File: src/rtl/uncore_ahb_arbiter_pkg.sv
// Shared types and AHB-Lite encodings for the two-manager uncore arbiter.
// The configuration struct carries only the widths that the arbiter reads.
package uncore_ahb_arbiter_pkg;

    typedef struct packed {
        int unsigned PA_BITS;
        int unsigned AHBW;
        int unsigned XLEN;
    } cvw_t;

    localparam cvw_t CVW_DEFAULT = '{PA_BITS: 32, AHBW: 32, XLEN: 32};

    typedef enum logic [1:0] {
        ARB_IDLE = 2'd0,
        ARB_OWN0 = 2'd1,
        ARB_OWN1 = 2'd2
    } arb_state_t;

    localparam logic [1:0] HTRANS_IDLE   = 2'b00;
    localparam logic [1:0] HTRANS_BUSY   = 2'b01;
    localparam logic [1:0] HTRANS_NONSEQ = 2'b10;
    localparam logic [1:0] HTRANS_SEQ    = 2'b11;

    localparam logic [2:0] HBURST_SINGLE = 3'b000;
    localparam logic [2:0] HBURST_INCR   = 3'b001;
    localparam logic [2:0] HBURST_WRAP4  = 3'b010;
    localparam logic [2:0] HBURST_INCR4  = 3'b011;
    localparam logic [2:0] HBURST_WRAP8  = 3'b100;
    localparam logic [2:0] HBURST_INCR8  = 3'b101;
    localparam logic [2:0] HBURST_WRAP16 = 3'b110;
    localparam logic [2:0] HBURST_INCR16 = 3'b111;

    // Beats still to follow the NONSEQ of a fixed-length burst.
    function automatic logic [3:0] burst_remaining(input logic [2:0] hburst);
        case (hburst)
            HBURST_WRAP4,  HBURST_INCR4:  burst_remaining = 4'd3;
            HBURST_WRAP8,  HBURST_INCR8:  burst_remaining = 4'd7;
            HBURST_WRAP16, HBURST_INCR16: burst_remaining = 4'd15;
            default:                      burst_remaining = 4'd0;
        endcase
    endfunction

endpackage

File: src/rtl/uncore_ahb_arbiter_capture.sv
// Address-phase capture for one manager: holds a NONSEQ that lost arbitration
// and presents it (or the live request when empty) as that manager's source.
module ahbreqcapture #(
    parameter int unsigned PA_BITS = 32
) (
    input  logic               clk,
    input  logic               resetn,
    input  logic               load,
    input  logic               clear,
    input  logic [PA_BITS-1:0] live_haddr,
    input  logic               live_hwrite,
    input  logic [2:0]         live_hsize,
    input  logic [2:0]         live_hburst,
    input  logic [1:0]         live_htrans,
    input  logic               live_hmastlock,
    output logic               valid,
    output logic [PA_BITS-1:0] src_haddr,
    output logic               src_hwrite,
    output logic [2:0]         src_hsize,
    output logic [2:0]         src_hburst,
    output logic [1:0]         src_htrans,
    output logic               src_hmastlock
);

    logic [PA_BITS-1:0] cap_haddr;
    logic               cap_hwrite;
    logic [2:0]         cap_hsize;
    logic [2:0]         cap_hburst;
    logic [1:0]         cap_htrans;
    logic               cap_hmastlock;

    always_ff @(posedge clk) begin
        if (!resetn) begin
            valid         <= 1'b0;
            cap_haddr     <= '0;
            cap_hwrite    <= 1'b0;
            cap_hsize     <= '0;
            cap_hburst    <= '0;
            cap_htrans    <= '0;
            cap_hmastlock <= 1'b0;
        end else if (load) begin
            valid         <= 1'b1;
            cap_haddr     <= live_haddr;
            cap_hwrite    <= live_hwrite;
            cap_hsize     <= live_hsize;
            cap_hburst    <= live_hburst;
            cap_htrans    <= live_htrans;
            cap_hmastlock <= live_hmastlock;
        end else if (clear) begin
            valid <= 1'b0;
        end
    end

    always_comb begin
        src_haddr     = valid ? cap_haddr     : live_haddr;
        src_hwrite    = valid ? cap_hwrite    : live_hwrite;
        src_hsize     = valid ? cap_hsize     : live_hsize;
        src_hburst    = valid ? cap_hburst    : live_hburst;
        src_htrans    = valid ? cap_htrans    : live_htrans;
        src_hmastlock = valid ? cap_hmastlock : live_hmastlock;
    end

endmodule

File: src/rtl/uncore_ahb_arbiter.sv
// Round-robin AHB-Lite arbiter sharing the uncore port between the BIU (M0)
// and DMA (M1); ownership changes only at burst boundaries outside locks.
module uncore_ahb_arbiter
    import uncore_ahb_arbiter_pkg::*;
#(
    parameter cvw_t P = CVW_DEFAULT
) (
    input  logic                   HCLK,
    input  logic                   HRESETn,
    input  logic [P.PA_BITS-1:0]   M0HADDR,
    input  logic [P.PA_BITS-1:0]   M1HADDR,
    input  logic [P.AHBW-1:0]      M0HWDATA,
    input  logic [P.AHBW-1:0]      M1HWDATA,
    input  logic [P.XLEN/8-1:0]    M0HWSTRB,
    input  logic [P.XLEN/8-1:0]    M1HWSTRB,
    input  logic                   M0HWRITE,
    input  logic                   M1HWRITE,
    input  logic [2:0]             M0HSIZE,
    input  logic [2:0]             M1HSIZE,
    input  logic [2:0]             M0HBURST,
    input  logic [2:0]             M1HBURST,
    input  logic [1:0]             M0HTRANS,
    input  logic [1:0]             M1HTRANS,
    input  logic                   M0HMASTLOCK,
    input  logic                   M1HMASTLOCK,
    output logic                   M0HREADY,
    output logic                   M1HREADY,
    output logic [P.AHBW-1:0]      M0HRDATA,
    output logic [P.AHBW-1:0]      M1HRDATA,
    output logic                   M0HRESP,
    output logic                   M1HRESP,
    output logic [P.PA_BITS-1:0]   HADDR,
    output logic [P.AHBW-1:0]      HWDATA,
    output logic [P.XLEN/8-1:0]    HWSTRB,
    output logic                   HWRITE,
    output logic [2:0]             HSIZE,
    output logic [2:0]             HBURST,
    output logic [1:0]             HTRANS,
    output logic                   HMASTLOCK,
    input  logic                   HREADY,
    input  logic [P.AHBW-1:0]      HRDATA,
    input  logic                   HRESP
);

    arb_state_t state, addr_owner, data_owner;
    logic       lastgrant;
    logic [3:0] beatcnt;
    logic       req0, req1, owner_lock, boundary, tie;
    logic       cap0_valid, cap1_valid, load0, load1, clear0, clear1;

    logic [P.PA_BITS-1:0] s0_haddr, s1_haddr;
    logic                 s0_hwrite, s1_hwrite, s0_hmastlock, s1_hmastlock;
    logic [2:0]           s0_hsize, s1_hsize, s0_hburst, s1_hburst;
    logic [1:0]           s0_htrans, s1_htrans;

    // A manager whose NONSEQ is not issued this cycle still sees it accepted
    // (its HREADY is high), so it must be captured for later replay.
    assign load0  = (M0HTRANS == HTRANS_NONSEQ) && (addr_owner != ARB_OWN0) && M0HREADY;
    assign load1  = (M1HTRANS == HTRANS_NONSEQ) && (addr_owner != ARB_OWN1) && M1HREADY;
    assign clear0 = (addr_owner == ARB_OWN0) && cap0_valid && HREADY;
    assign clear1 = (addr_owner == ARB_OWN1) && cap1_valid && HREADY;

    ahbreqcapture #(.PA_BITS(P.PA_BITS)) u_cap0 (
        .clk(HCLK), .resetn(HRESETn), .load(load0), .clear(clear0),
        .live_haddr(M0HADDR), .live_hwrite(M0HWRITE), .live_hsize(M0HSIZE),
        .live_hburst(M0HBURST), .live_htrans(M0HTRANS), .live_hmastlock(M0HMASTLOCK),
        .valid(cap0_valid),
        .src_haddr(s0_haddr), .src_hwrite(s0_hwrite), .src_hsize(s0_hsize),
        .src_hburst(s0_hburst), .src_htrans(s0_htrans), .src_hmastlock(s0_hmastlock)
    );

    ahbreqcapture #(.PA_BITS(P.PA_BITS)) u_cap1 (
        .clk(HCLK), .resetn(HRESETn), .load(load1), .clear(clear1),
        .live_haddr(M1HADDR), .live_hwrite(M1HWRITE), .live_hsize(M1HSIZE),
        .live_hburst(M1HBURST), .live_htrans(M1HTRANS), .live_hmastlock(M1HMASTLOCK),
        .valid(cap1_valid),
        .src_haddr(s1_haddr), .src_hwrite(s1_hwrite), .src_hsize(s1_hsize),
        .src_hburst(s1_hburst), .src_htrans(s1_htrans), .src_hmastlock(s1_hmastlock)
    );

    always_ff @(posedge HCLK) begin
        if (!HRESETn) state <= ARB_IDLE;
        else          state <= addr_owner;
    end

    // addr_owner is the granted owner for this cycle; a boundary decision
    // takes effect immediately so an uncontended request has no added latency.
    always_comb begin
        addr_owner = state;
        tie        = 1'b0;
        req0       = (s0_htrans == HTRANS_NONSEQ);
        req1       = (s1_htrans == HTRANS_NONSEQ);
        case (state)
            ARB_OWN0: owner_lock = s0_hmastlock;
            ARB_OWN1: owner_lock = s1_hmastlock;
            default:  owner_lock = 1'b0;
        endcase
        boundary = HREADY && ((state == ARB_IDLE) || ((beatcnt == 4'd0) && !owner_lock));
        if (boundary) begin
            if (req0 && req1) begin
                tie        = 1'b1;
                addr_owner = lastgrant ? ARB_OWN0 : ARB_OWN1;
            end else if (req0) begin
                addr_owner = ARB_OWN0;
            end else if (req1) begin
                addr_owner = ARB_OWN1;
            end else begin
                addr_owner = ARB_IDLE;
            end
        end
    end

    always_ff @(posedge HCLK) begin
        if (!HRESETn) begin
            data_owner <= ARB_IDLE;
            lastgrant  <= 1'b1;
            beatcnt    <= '0;
        end else begin
            if (tie) lastgrant <= (addr_owner == ARB_OWN1);
            if (HREADY) begin
                data_owner <= (HTRANS != HTRANS_IDLE) ? addr_owner : ARB_IDLE;
                if (HRESP)
                    beatcnt <= '0;
                else if (HTRANS == HTRANS_NONSEQ)
                    beatcnt <= burst_remaining(HBURST);
                else if ((HTRANS == HTRANS_SEQ) && (beatcnt != 4'd0))
                    beatcnt <= beatcnt - 4'd1;
            end
        end
    end

    always_comb begin
        HADDR     = '0;
        HWRITE    = 1'b0;
        HSIZE     = '0;
        HBURST    = '0;
        HTRANS    = HTRANS_IDLE;
        HMASTLOCK = 1'b0;
        case (addr_owner)
            ARB_OWN0: begin
                HADDR = s0_haddr; HWRITE = s0_hwrite; HSIZE = s0_hsize;
                HBURST = s0_hburst; HTRANS = s0_htrans; HMASTLOCK = s0_hmastlock;
            end
            ARB_OWN1: begin
                HADDR = s1_haddr; HWRITE = s1_hwrite; HSIZE = s1_hsize;
                HBURST = s1_hburst; HTRANS = s1_htrans; HMASTLOCK = s1_hmastlock;
            end
            default: ;
        endcase
    end

    always_comb begin
        HWDATA = '0;
        HWSTRB = '0;
        case (data_owner)
            ARB_OWN0: begin HWDATA = M0HWDATA; HWSTRB = M0HWSTRB; end
            ARB_OWN1: begin HWDATA = M1HWDATA; HWSTRB = M1HWSTRB; end
            default: ;
        endcase
    end

    assign M0HREADY = (data_owner == ARB_OWN0) ? HREADY : !cap0_valid;
    assign M1HREADY = (data_owner == ARB_OWN1) ? HREADY : !cap1_valid;
    assign M0HRDATA = (data_owner == ARB_OWN0) ? HRDATA : '0;
    assign M1HRDATA = (data_owner == ARB_OWN1) ? HRDATA : '0;
    assign M0HRESP  = (data_owner == ARB_OWN0) && HRESP;
    assign M1HRESP  = (data_owner == ARB_OWN1) && HRESP;

endmodule

File: config.mk
export PLATFORM = sky130hd
export DESIGN_NAME = uncore_ahb_arbiter
export DESIGN_NICKNAME = d
export VERILOG_FILES = /design/src/rtl/uncore_ahb_arbiter_pkg.sv /design/src/rtl/uncore_ahb_arbiter_capture.sv /design/src/rtl/uncore_ahb_arbiter.sv
export SDC_FILE = /design/constraint.sdc
export NUM_CORES = 1
export LEC_CHECK = 0
export CORE_AREA = 2 2 133 135
export DETAILED_ROUTE_END_ITERATION = 6
export DIE_AREA = 0 0 135 137
export PLACE_DENSITY = 0.82
export SETUP_SLACK_MARGIN = 0.4
export SLEW_MARGIN = 30
export SYNTH_ARGS = -nofsm -noshare
export SYNTH_HDL_FRONTEND = slang
export SYNTH_SLANG_ARGS = --single-unit
File: constraint.sdc
create_clock -name HCLK -period 12.1 [get_ports HCLK]
set_input_delay 3.63 -clock HCLK [delete_from_list [all_inputs] [get_ports HCLK]]
set_output_delay 3.63 -clock HCLK [all_outputs]
set_load 0.1 [all_outputs]
-- Word level (Yosys, flattened, before mapping)
Index checks and enable logic that the tools add are counted.
- input port bits: 192
- word-level logic and storage cells: 109
- output and inout port bits: 146
- register bits after elaboration: 95
- add/sub/neg operators: 1
- reduce and logical (&&, ||, !) cells: 29
- multiplexer cells: 41
- eq/ne operators: 20
- operators by type and width (kind ; count):
    32-bit 2-to-1 mux ; 4
    32-bit one-hot mux with 2 select lines ; 2
    2-bit equality test, second input constant ; 9
    2-bit 2-to-1 mux ; 8
    1-bit logical AND ; 14
    3-bit equality test, second input constant ; 4
    1-bit 2-to-1 mux ; 12
    3-bit 2-to-1 mux ; 4
    4-bit 2-to-1 mux ; 3
    3-bit one-hot mux with 2 select lines ; 2
    4-bit one-hot mux with 3 select lines ; 1
    4-bit one-hot mux with 2 select lines ; 1
    2-bit by 1-bit equality test with 1-bit output, second input constant ; 3
    3-bit by 2-bit equality test with 1-bit output, second input constant ; 2
    1-bit one-hot mux with 2 select lines ; 3
    2-bit nonzero test ; 3
    2-bit OR reduction ; 3
    4-bit zero test ; 1
    2-bit one-hot mux with 2 select lines ; 1
    4-bit nonzero test ; 1
    4-bit by 1-bit subtractor with 4-bit output, second input constant ; 1
    1-bit zero test ; 3
    3-bit nonzero test ; 1
    2-bit zero test ; 1
    other kinds (4) ; 4

-- Longest topological paths before layout
Gate-level depths: netlist of run 1.
- depth in word-level cells: 14
- mapped depth: 15
- depth with buffers taken out: 14

-- By module
From an unflattened synthesis of run 1, not the netlist that was laid out.
- cells, all modules: 714
- area total of the unflattened synthesis: 6956.7 µm²
- modules (own cells, without submodules) (module ; cells an instance ; instances ; area each (µm²) ; seq. area each (µm²)):
    ahbreqcapture ; 185 ; 2 ; 2381.0 ; 860.8
    uncore_ahb_arbiter ; 344 ; 1 ; 2194.6 ; 180.2

-- Least setup slack after synthesis of run 1
No wires, ideal clock.
- kind: input to output
- start: input port M1HMASTLOCK
- end: output port HADDR[0]
- arrival: 6.809 ns
- required time: 8.470 ns
- buffers on the path: 2
- stages on the path: 11
- setup slack: 1.661 ns
- cell sequence: mux2i_1 -> o22ai_1 -> nor3_1 -> mux2_2 -> inv_1 -> ha_1 -> inv_1 -> clkbuf_1 -> clkbuf_1 -> o22a_1 -> nor2_1
- cells in the longest elaborated chain, start to end: 9
- elaborated cells on any way between the ends: 10
- classes of those cells: eq/ne (2); mux (4); reduce/logical (4)
- ends and longest elaborated chain (what ; line ; RTL):
    from (decl) ; uncore_ahb_arbiter.sv:25 ; input logic M1HMASTLOCK,
    1-bit 2-to-1 mux * ; uncore_ahb_arbiter_capture.sv:60 ; src_hmastlock = valid ? cap_hmastlock : live_hmastlock;
    1-bit one-hot mux with 2 select lines * ; uncore_ahb_arbiter.sv:93 ; case (state)
    1-bit zero test * ; uncore_ahb_arbiter.sv:98 ; boundary = HREADY && ((state == ARB_IDLE) || ((beatcnt == 4'd0) && !owner_lock));
    1-bit logical AND * ; uncore_ahb_arbiter.sv:98 ;
    1-bit logical OR * ; uncore_ahb_arbiter.sv:98 ;
    1-bit logical AND * ; uncore_ahb_arbiter.sv:98 ;
    2-bit 2-to-1 mux * ; uncore_ahb_arbiter.sv:99 ; if (boundary) begin
    net addr_owner[0] ; uncore_ahb_arbiter.sv:45 ; arb_state_t state, addr_owner, data_owner;
    2-bit equality test / 2-bit by 1-bit equality test with 1-bit output (equally long branches) ; uncore_ahb_arbiter.sv:139 ; case (addr_owner)
    32-bit one-hot mux with 2 select lines * ; uncore_ahb_arbiter.sv:139 ;
    to (decl) ; uncore_ahb_arbiter.sv:32 ; output logic [P.PA_BITS-1:0] HADDR,
Mark *: on every way through the listed nets, which the timed path passes. The rest lies on a longest branch.

-- Worst setup path after layout of run 1
- start: input port M0HMASTLOCK
- end: output port HBURST[1]
- cells in the longest elaborated chain, start to end: 9
- elaborated cells on any way between the ends: 10
- classes of those cells: eq/ne (2); mux (4); reduce/logical (4)
- ends and longest elaborated chain (what ; line ; RTL):
    from (decl) ; uncore_ahb_arbiter.sv:24 ; input logic M0HMASTLOCK,
    1-bit 2-to-1 mux * ; uncore_ahb_arbiter_capture.sv:60 ;
    1-bit one-hot mux with 2 select lines * ; uncore_ahb_arbiter.sv:93 ;
    1-bit zero test * ; uncore_ahb_arbiter.sv:98 ;
    1-bit logical AND * ; uncore_ahb_arbiter.sv:98 ;
    1-bit logical OR * ; uncore_ahb_arbiter.sv:98 ;
    1-bit logical AND * ; uncore_ahb_arbiter.sv:98 ;
    2-bit 2-to-1 mux * ; uncore_ahb_arbiter.sv:99 ;
    2-bit equality test / 2-bit by 1-bit equality test with 1-bit output (equally long branches) ; uncore_ahb_arbiter.sv:139 ;
    3-bit one-hot mux with 2 select lines * ; uncore_ahb_arbiter.sv:139 ;
    to (decl) ; uncore_ahb_arbiter.sv:37 ; output logic [2:0] HBURST,
Mark *: on every way between the ends. The rest lies on a longest branch, timed or not.

==> results by group, run 1 <==
Worst setup path
  • Crit Path Category: input pin to output port
  • Critical Path RT: 8.47 ns
  • Peak fanout along the critical path: 19
  • Startpoint Class: input pin
  • Crit path DAT: 7.26 ns
  • Worst Setup End Kind: output port

Yosys
  • Synth cell count leaders: mux2i_1, dfxtp_1, and2_1
  • Synthesized flop and latch total: 95
  • Post-synth top area share: 29.02%
  • Most area-consuming cells after synthesis: dfxtp_1, mux2i_1, and2_1
  • Post-synth top area cell: dfxtp_1
  • Post-synthesis cell area: 0.006553 sq mm
  • Sequential share of the synthesized area: 29.02%
  • Mean Syn Cell Area: 8.927 sq um
  • Number of distinct library cells after synthesis: 48
  • Synthesized net count: 935
  • Cells after synthesis: 734
  • Synth Warn #: 0
  • Number of flops mapped to enable cells by yosys: 0
  • Main synth FF type: dfxtp_1
  • Post-synthesis async set-or-reset flop share: 0%
  • Count leader, synth: mux2i_1

Place
  • Gpl congestion: 0.8721
  • HPWL Detailed: 16270 um
  • PortBufs: 337
  • Placed Cells incl. Taps: 1238

Global route
  • Global-route usage over all layers: 22.98%
  • Initial antenna violation count: 1
  • Global-route wire length before repair: 33380 um
  • Grt total ovfl: 0
  • Largest net degree at the start of global routing: 97
  • Number of global-route vias before repair: 5895

Clock tree
  • Post-CTS sizing: 0
  • TritonCTS clock tree: done
  • Worst-path clk slew: 0.07 ns
  • Post-CTS Setup Repair Bufs: 0
  • Clock Path Buffers: 2
  • Worst skew pair latency: 0.35 ns
  • CTS Hold Buffers Added: 0
  • CTS H-tree lvls: 3
  • CTS Sinks: 95
  • CTS buffer count: 9
  • Clock Root Buffer: clkbuf_16

Cells and area
  • Reg area: 0.001904 sq mm
  • Fillers: 1524
  • Final #Nets: 1225
  • Multi-input logic area: 0.004207 sq mm
  • Layout cells sized above 1: 8.649%
  • Syn-to-layout area delta: 53.47%
  • Non-filler cells, final: 1255

Route
  • Antenna Violating Nets Remaining: 0
  • Drt pass-1 iters: 5
  • Number of vias per cell: 5.094
  • Remaining DRCs: 0
  • Final WL: 22490 um
  • Wire per inst: 17.92 um
  • Initial DRC Count: 448
  • DR vias: 6393

STA
  • Final Skew: 0.007016 ns
  • Period utilization: 89.97%
  • Final hold violation count: 0
  • Setup_tns: 0 ns
  • Min cycle time layout: 10.89 ns
  • Final setup violation count: 0
  • Slew Limit Fails: 0
  • Unrepaired setup endpoints after global routing: false
  • Max_slew headroom: 30.36%
  • Achievable Freq: 0.09185 GHz
  • Slew of the pin with the lowest slew margin: 1.041 ns

Floorplan
  • Die W: 135 um
  • Row cnt: 48
  • Ports: 338
  • Die area: 0.01850 sq mm
  • Die extent in y: 137 um
  • Core Box Area: 0.01706 sq mm
  • Initial Util: 38.42%

Flow run
  • Max-cap violation count: 0

Power and ir drop
  • LEAKAGE: 0.004012 uW
  • Worst-case vdd ir drop: 0.0001121 V
  • Power Dens Cells: 90.43 mW/mm^2

Hold path
  • Worst Hold Class: flop to flop

Outcome
  • Status: finished clean
final cells by class:
cell class | count | share of cell area (%)
clock inverters | 5 | 0.5599
inverters | 19 | 0.7092
repair buffers | 343 | 32.72
well taps | 225 | 2.800
flip-flops and latches | 95 | 18.94
clock buffers | 11 | 2.414
diodes | 1 | 0.02488
multi-input cells | 556 | 41.83
power by group:
| part | switching (uW) | internal (uW) |
|---|---|---|
| Clock | 130 | 166 |
| Sequential | 8.86 | 329 |
| Combinational | 149 | 126 |
| Total | 288 | 621 |
routing by layer:
metal | up-vias | wire [um] | global-route usage, %
met4 | 0 | 291 | 5.613
li1 | 3139 | - | -
met2 | 242 | 10650 | 36.80
met5 | - | 0 | 0
met3 | 23 | 1799 | 6.852
met1 | 2989 | 9740 | 30.42
sequential cells by signal (all words and copies together) (netlist names):
signal                flops
u_cap1.cap_hburst         3
u_cap0.cap_haddr         32
u_cap1.cap_hwrite         1
u_cap0.valid              1
lastgrant                 1
u_cap1.valid              1
beatcnt                   4
u_cap0.cap_hmastlock      1
u_cap1.cap_hsize          3
u_cap1.cap_haddr         32
u_cap0.cap_hsize          3
u_cap0.cap_hburst         3
u_cap1.cap_hmastlock      1
state                     2
data_owner                2
u_cap0.cap_htrans         2
u_cap0.cap_hwrite         1
u_cap1.cap_htrans         2
through the flow:
stage	setup WS, ns	area, sq um	total power, uW	hold slack [ns]	utilization (%)
after CTS	1.239	10050	913.8	0.4833	58.94
final	1.213	10060	909.4	0.4809	58.96
after global placement	1.386	9754	614.9	0.4575	57.19
after global routing	0.9651	10050	947.5	0.5285	58.94
after detailed placement	1.255	9754	618.8	0.4731	57.19
after floorplan	1.661	6553	517.8	0.4436	-
cells by family (layout without fill, tap and decap cells):
kind of cell / Yosys count / count (layout) / share of synthesized area, %
other cells: 0 / 1 / 0
mux: 169 / 169 / 26.16
fa+ha+maj: 9 / 9 / 1.719
xor+xnor: 1 / 1 / 0.1337
compound gates: 116 / 116 / 12.85
simple gates: 261 / 261 / 22.95
flops: 95 / 95 / 29.02
buf+inv: 83 / 378 / 7.160
cells in the final DEF, fill, tap and decap left out, drive strengths merged, types with 3 or more instances in the layout:
master | Yosys | layout
inv | 19 | 20
nor2 | 54 | 54
a22oi | 39 | 39
mux2i | 160 | 160
clkbuf | 42 | 11
nand2b | 3 | 3
clkdlybuf4s50 | 0 | 291
nand2 | 10 | 10
mux2 | 9 | 9
and2 | 91 | 91
a21boi | 5 | 5
nor2b | 83 | 83
o21ai | 8 | 8
dfxtp | 95 | 95
o22a | 14 | 14
nor3 | 4 | 4
o22ai | 27 | 27
ha | 9 | 9
buf | 22 | 52
a21oi | 9 | 9
worst max-delay path: stages:
cell,delay [ns]
clkdlybuf4s50_1,0.43
mux2i_1,0.21
o22ai_1,0.21
nor3_1,0.29
mux2_2,0.40
ha_1,0.76
inv_1,0.42
a32oi_1,0.51
inv_1,0.11
buf_4,0.25
worst paths after layout:
| kind | startpoint | to | slack (ns) | cells after the start |
|---|---|---|---|---|
| hold / removal | u_cap0.cap_htrans[1] | u_cap0.cap_htrans[1] | 0.48 | 2 |
| hold reg to reg | u_cap0.cap_htrans[1] | u_cap0.cap_htrans[1] | 0.48 | 2 |
| setup / recovery | M0HMASTLOCK | HBURST[1] | 1.21 | 10 |
| setup reg to reg | u_cap1.valid | beatcnt[0] | 7.91 | 11 |
Note: power is estimated with default switching activity, not from simulation.
==> inputs of run 2 (changes only) <==
--- a/config.mk
+++ b/config.mk
@@ -5,10 +5,11 @@
 export SDC_FILE = /design/constraint.sdc
 export NUM_CORES = 1
 export LEC_CHECK = 0
-export CORE_AREA = 2 2 133 135
+export CORE_MARGIN = 5
+export CORE_UTILIZATION = 44
 export DETAILED_ROUTE_END_ITERATION = 6
-export DIE_AREA = 0 0 135 137
-export PLACE_DENSITY = 0.82
+export HOLD_SLACK_MARGIN = 0.06
+export PLACE_DENSITY = 0.92
 export SETUP_SLACK_MARGIN = 0.4
 export SLEW_MARGIN = 30
 export SYNTH_ARGS = -nofsm -noshare
==> results by group, run 2 (synthesis results as in run 1) <==
STA
  • Setup_tns: 0 ns
  • Unrepaired setup endpoints after global routing: false
  • Final setup violation count: 0
  • Slew of the pin with the lowest slew margin: 1.030 ns
  • Period utilization: 89.14%
  • Max_slew headroom: 31.10%
  • Hold WS: 0.4900 ns
  • Slew Limit Fails: 0
  • Final Skew: 0.008659 ns
  • Final hold violation count: 0
  • Min cycle time layout: 10.79 ns
  • Achievable Freq: 0.09271 GHz

Cells and area
  • Largest regs: u_cap0.cap_haddr x32, u_cap1.cap_haddr x32, beatcnt x4
  • Syn-to-layout area delta: 52.74%
  • Final #Nets: 1225
  • Layout cells sized above 1: 8.260%
  • Final core occ: 68.60%
  • Final Cell Area: 0.01001 sq mm
  • Commonest cells after routing, fill and taps aside: clkdlybuf4s50_1, mux2i_1, dfxtp_1
  • Most common cell after layout, fill and taps aside: clkdlybuf4s50_1

Clock tree
  • Post-CTS Setup Repair Bufs: 0
  • CTS Hold Buffers Added: 0
  • Post-CTS sizing: 0
  • Worst-path clk slew: 0.07 ns
  • TritonCTS clock tree: done
  • CTS Sinks: 95
  • CTS buffer count: 9
  • CTS H-tree lvls: 3
  • Clock Root Buffer: clkbuf_16
  • Worst skew pair latency: 0.34 ns
  • Clock Path Buffers: 2

Floorplan
  • Initial Util: 44.91%
  • Die W: 132.0 um
  • Row cnt: 44
  • Ports: 338
  • Die extent in y: 132.0 um
  • Core Box Area: 0.01459 sq mm
  • Die area: 0.01743 sq mm

Worst setup path
  • Largest stage delay, worst path: 1.17 ns
  • Critical Path RT: 8.47 ns
  • CP dominant cell by count: clkdlybuf4s50_1
  • Critical path origin: M1HMASTLOCK
  • Flop2flop setup slack: 7.88 ns
  • Cell depth of the worst setup path: 8
  • Startpoint Class: input pin
  • Worst path cell trace: clkdlybuf4s50_1 > mux2i_1 > o22ai_1 > nor3_1 > mux2_2 > ha_1 > nor2_1 > clkdlybuf4s50_1
  • Worst Setup End Kind: output port
  • Crit path DAT: 7.16 ns
  • Largest delay contributor family on the critical path: buffers and inverters
  • FF-to-FF End: beatcnt[0]
  • Peak fanout along the critical path: 19
  • Cells on worst reg2reg path: 11
  • Slowest stage cell, crit path: clkdlybuf4s50_1
  • Buffers and inverters on the worst path: 2
  • Crit Path Category: input pin to output port
  • RR Startpoint: u_cap1.valid

Place
  • PortBufs: 337
  • Area of placed instances: 0.009718 sq mm
  • Gpl congestion: 0.8965
  • HPWL Detailed: 17500 um

Route
  • Number of vias per cell: 5.301
  • Drt pass-1 iters: 5
  • Final WL: 23320 um
  • Initial DRC Count: 386
  • Antenna Violating Nets Remaining: 0
  • DR vias: 6436
  • Wire per inst: 19.21 um
  • Remaining DRCs: 0

Global route
  • Largest net degree at the start of global routing: 97
  • Initial antenna violation count: 3
  • Number of global-route vias before repair: 6238
  • Global-route wire length before repair: 35300 um
  • Global-route usage over all layers: 24.92%
  • Grt total ovfl: 0

Power and ir drop
  • Power Dens Cells: 88.98 mW/mm^2
  • LEAKAGE: 0.004006 uW
  • Worst-case vdd ir drop: 0.00008958 V

Hold path
  • Hold worst-path end: u_cap1.cap_htrans[1]
  • WHS Path Cells: 2
  • Hold_sp: u_cap1.cap_htrans[1]
  • Worst Hold Class: flop to flop

Flow run
  • Max-cap violation count: 0

Outcome
  • Status: finished clean
==> run 2: worst max path at each step <==
stage,to,slack [ns]
2_1_floorplan,HADDR[0],1.66
3_3_place_gp,HBURST[2],1.42
3_5_place_dp,HBURST[2],1.33
4_1_cts,HBURST[2],1.31
5_1_grt,HBURST[1],1.08
6_report,HBURST[2],1.31
==> run 2: final cells by class <==
cell class | count | area, sq um
Fill cell | 1176 | 4581
Multi-Input combinational cell | 556 | 4207
Timing Repair Buffer | 343 | 3306
Sequential cell | 95 | 1904
Clock buffer | 14 | 274.0
Tap cell | 184 | 230.2
Inverter | 19 | 71.32
Clock inverter | 2 | 13.76
Antenna cell | 1 | 2.502
==> run 2: layer usage <==
metal | vias up | track usage, % | routed length (um)
li1 | 3133 | - | -
met1 | 3020 | 31.43 | 9871
met2 | 240 | 41.18 | 11050
met3 | 39 | 7.290 | 1790
met4 | 4 | 7.543 | 583
met5 | - | 0 | 26
==> run 2: worst register-to-register path, delay by kind of cell (launching register included) <==
family	cells	cell delay, ns
buf+inv	2	0.91
flops	1	0.63
fa+ha+maj	1	0.73
mux	1	0.30
compound gates	5	1.25
simple gates	2	0.27
==> run 2: per-stage QoR <==
| step | power [uW] | cells | setup slack [ns] |
|---|---|---|---|
| 3_5_place_dp | 619.1 | 1197 | 1.326 |
| 6_report | 890.5 | 1214 | 1.314 |
| 2_1_floorplan | 517.8 | 734 | 1.661 |
| 3_3_place_gp | 613.5 | 1197 | 1.417 |
| 5_1_grt | 926.4 | 1214 | 1.075 |
| 4_1_cts | 895.7 | 1213 | 1.309 |
==> run 2: report_power, final <==
group	internal [uW]	switching, uW
combinational	126	147
clock	157	121
sequential	329	10.8
total	612	279
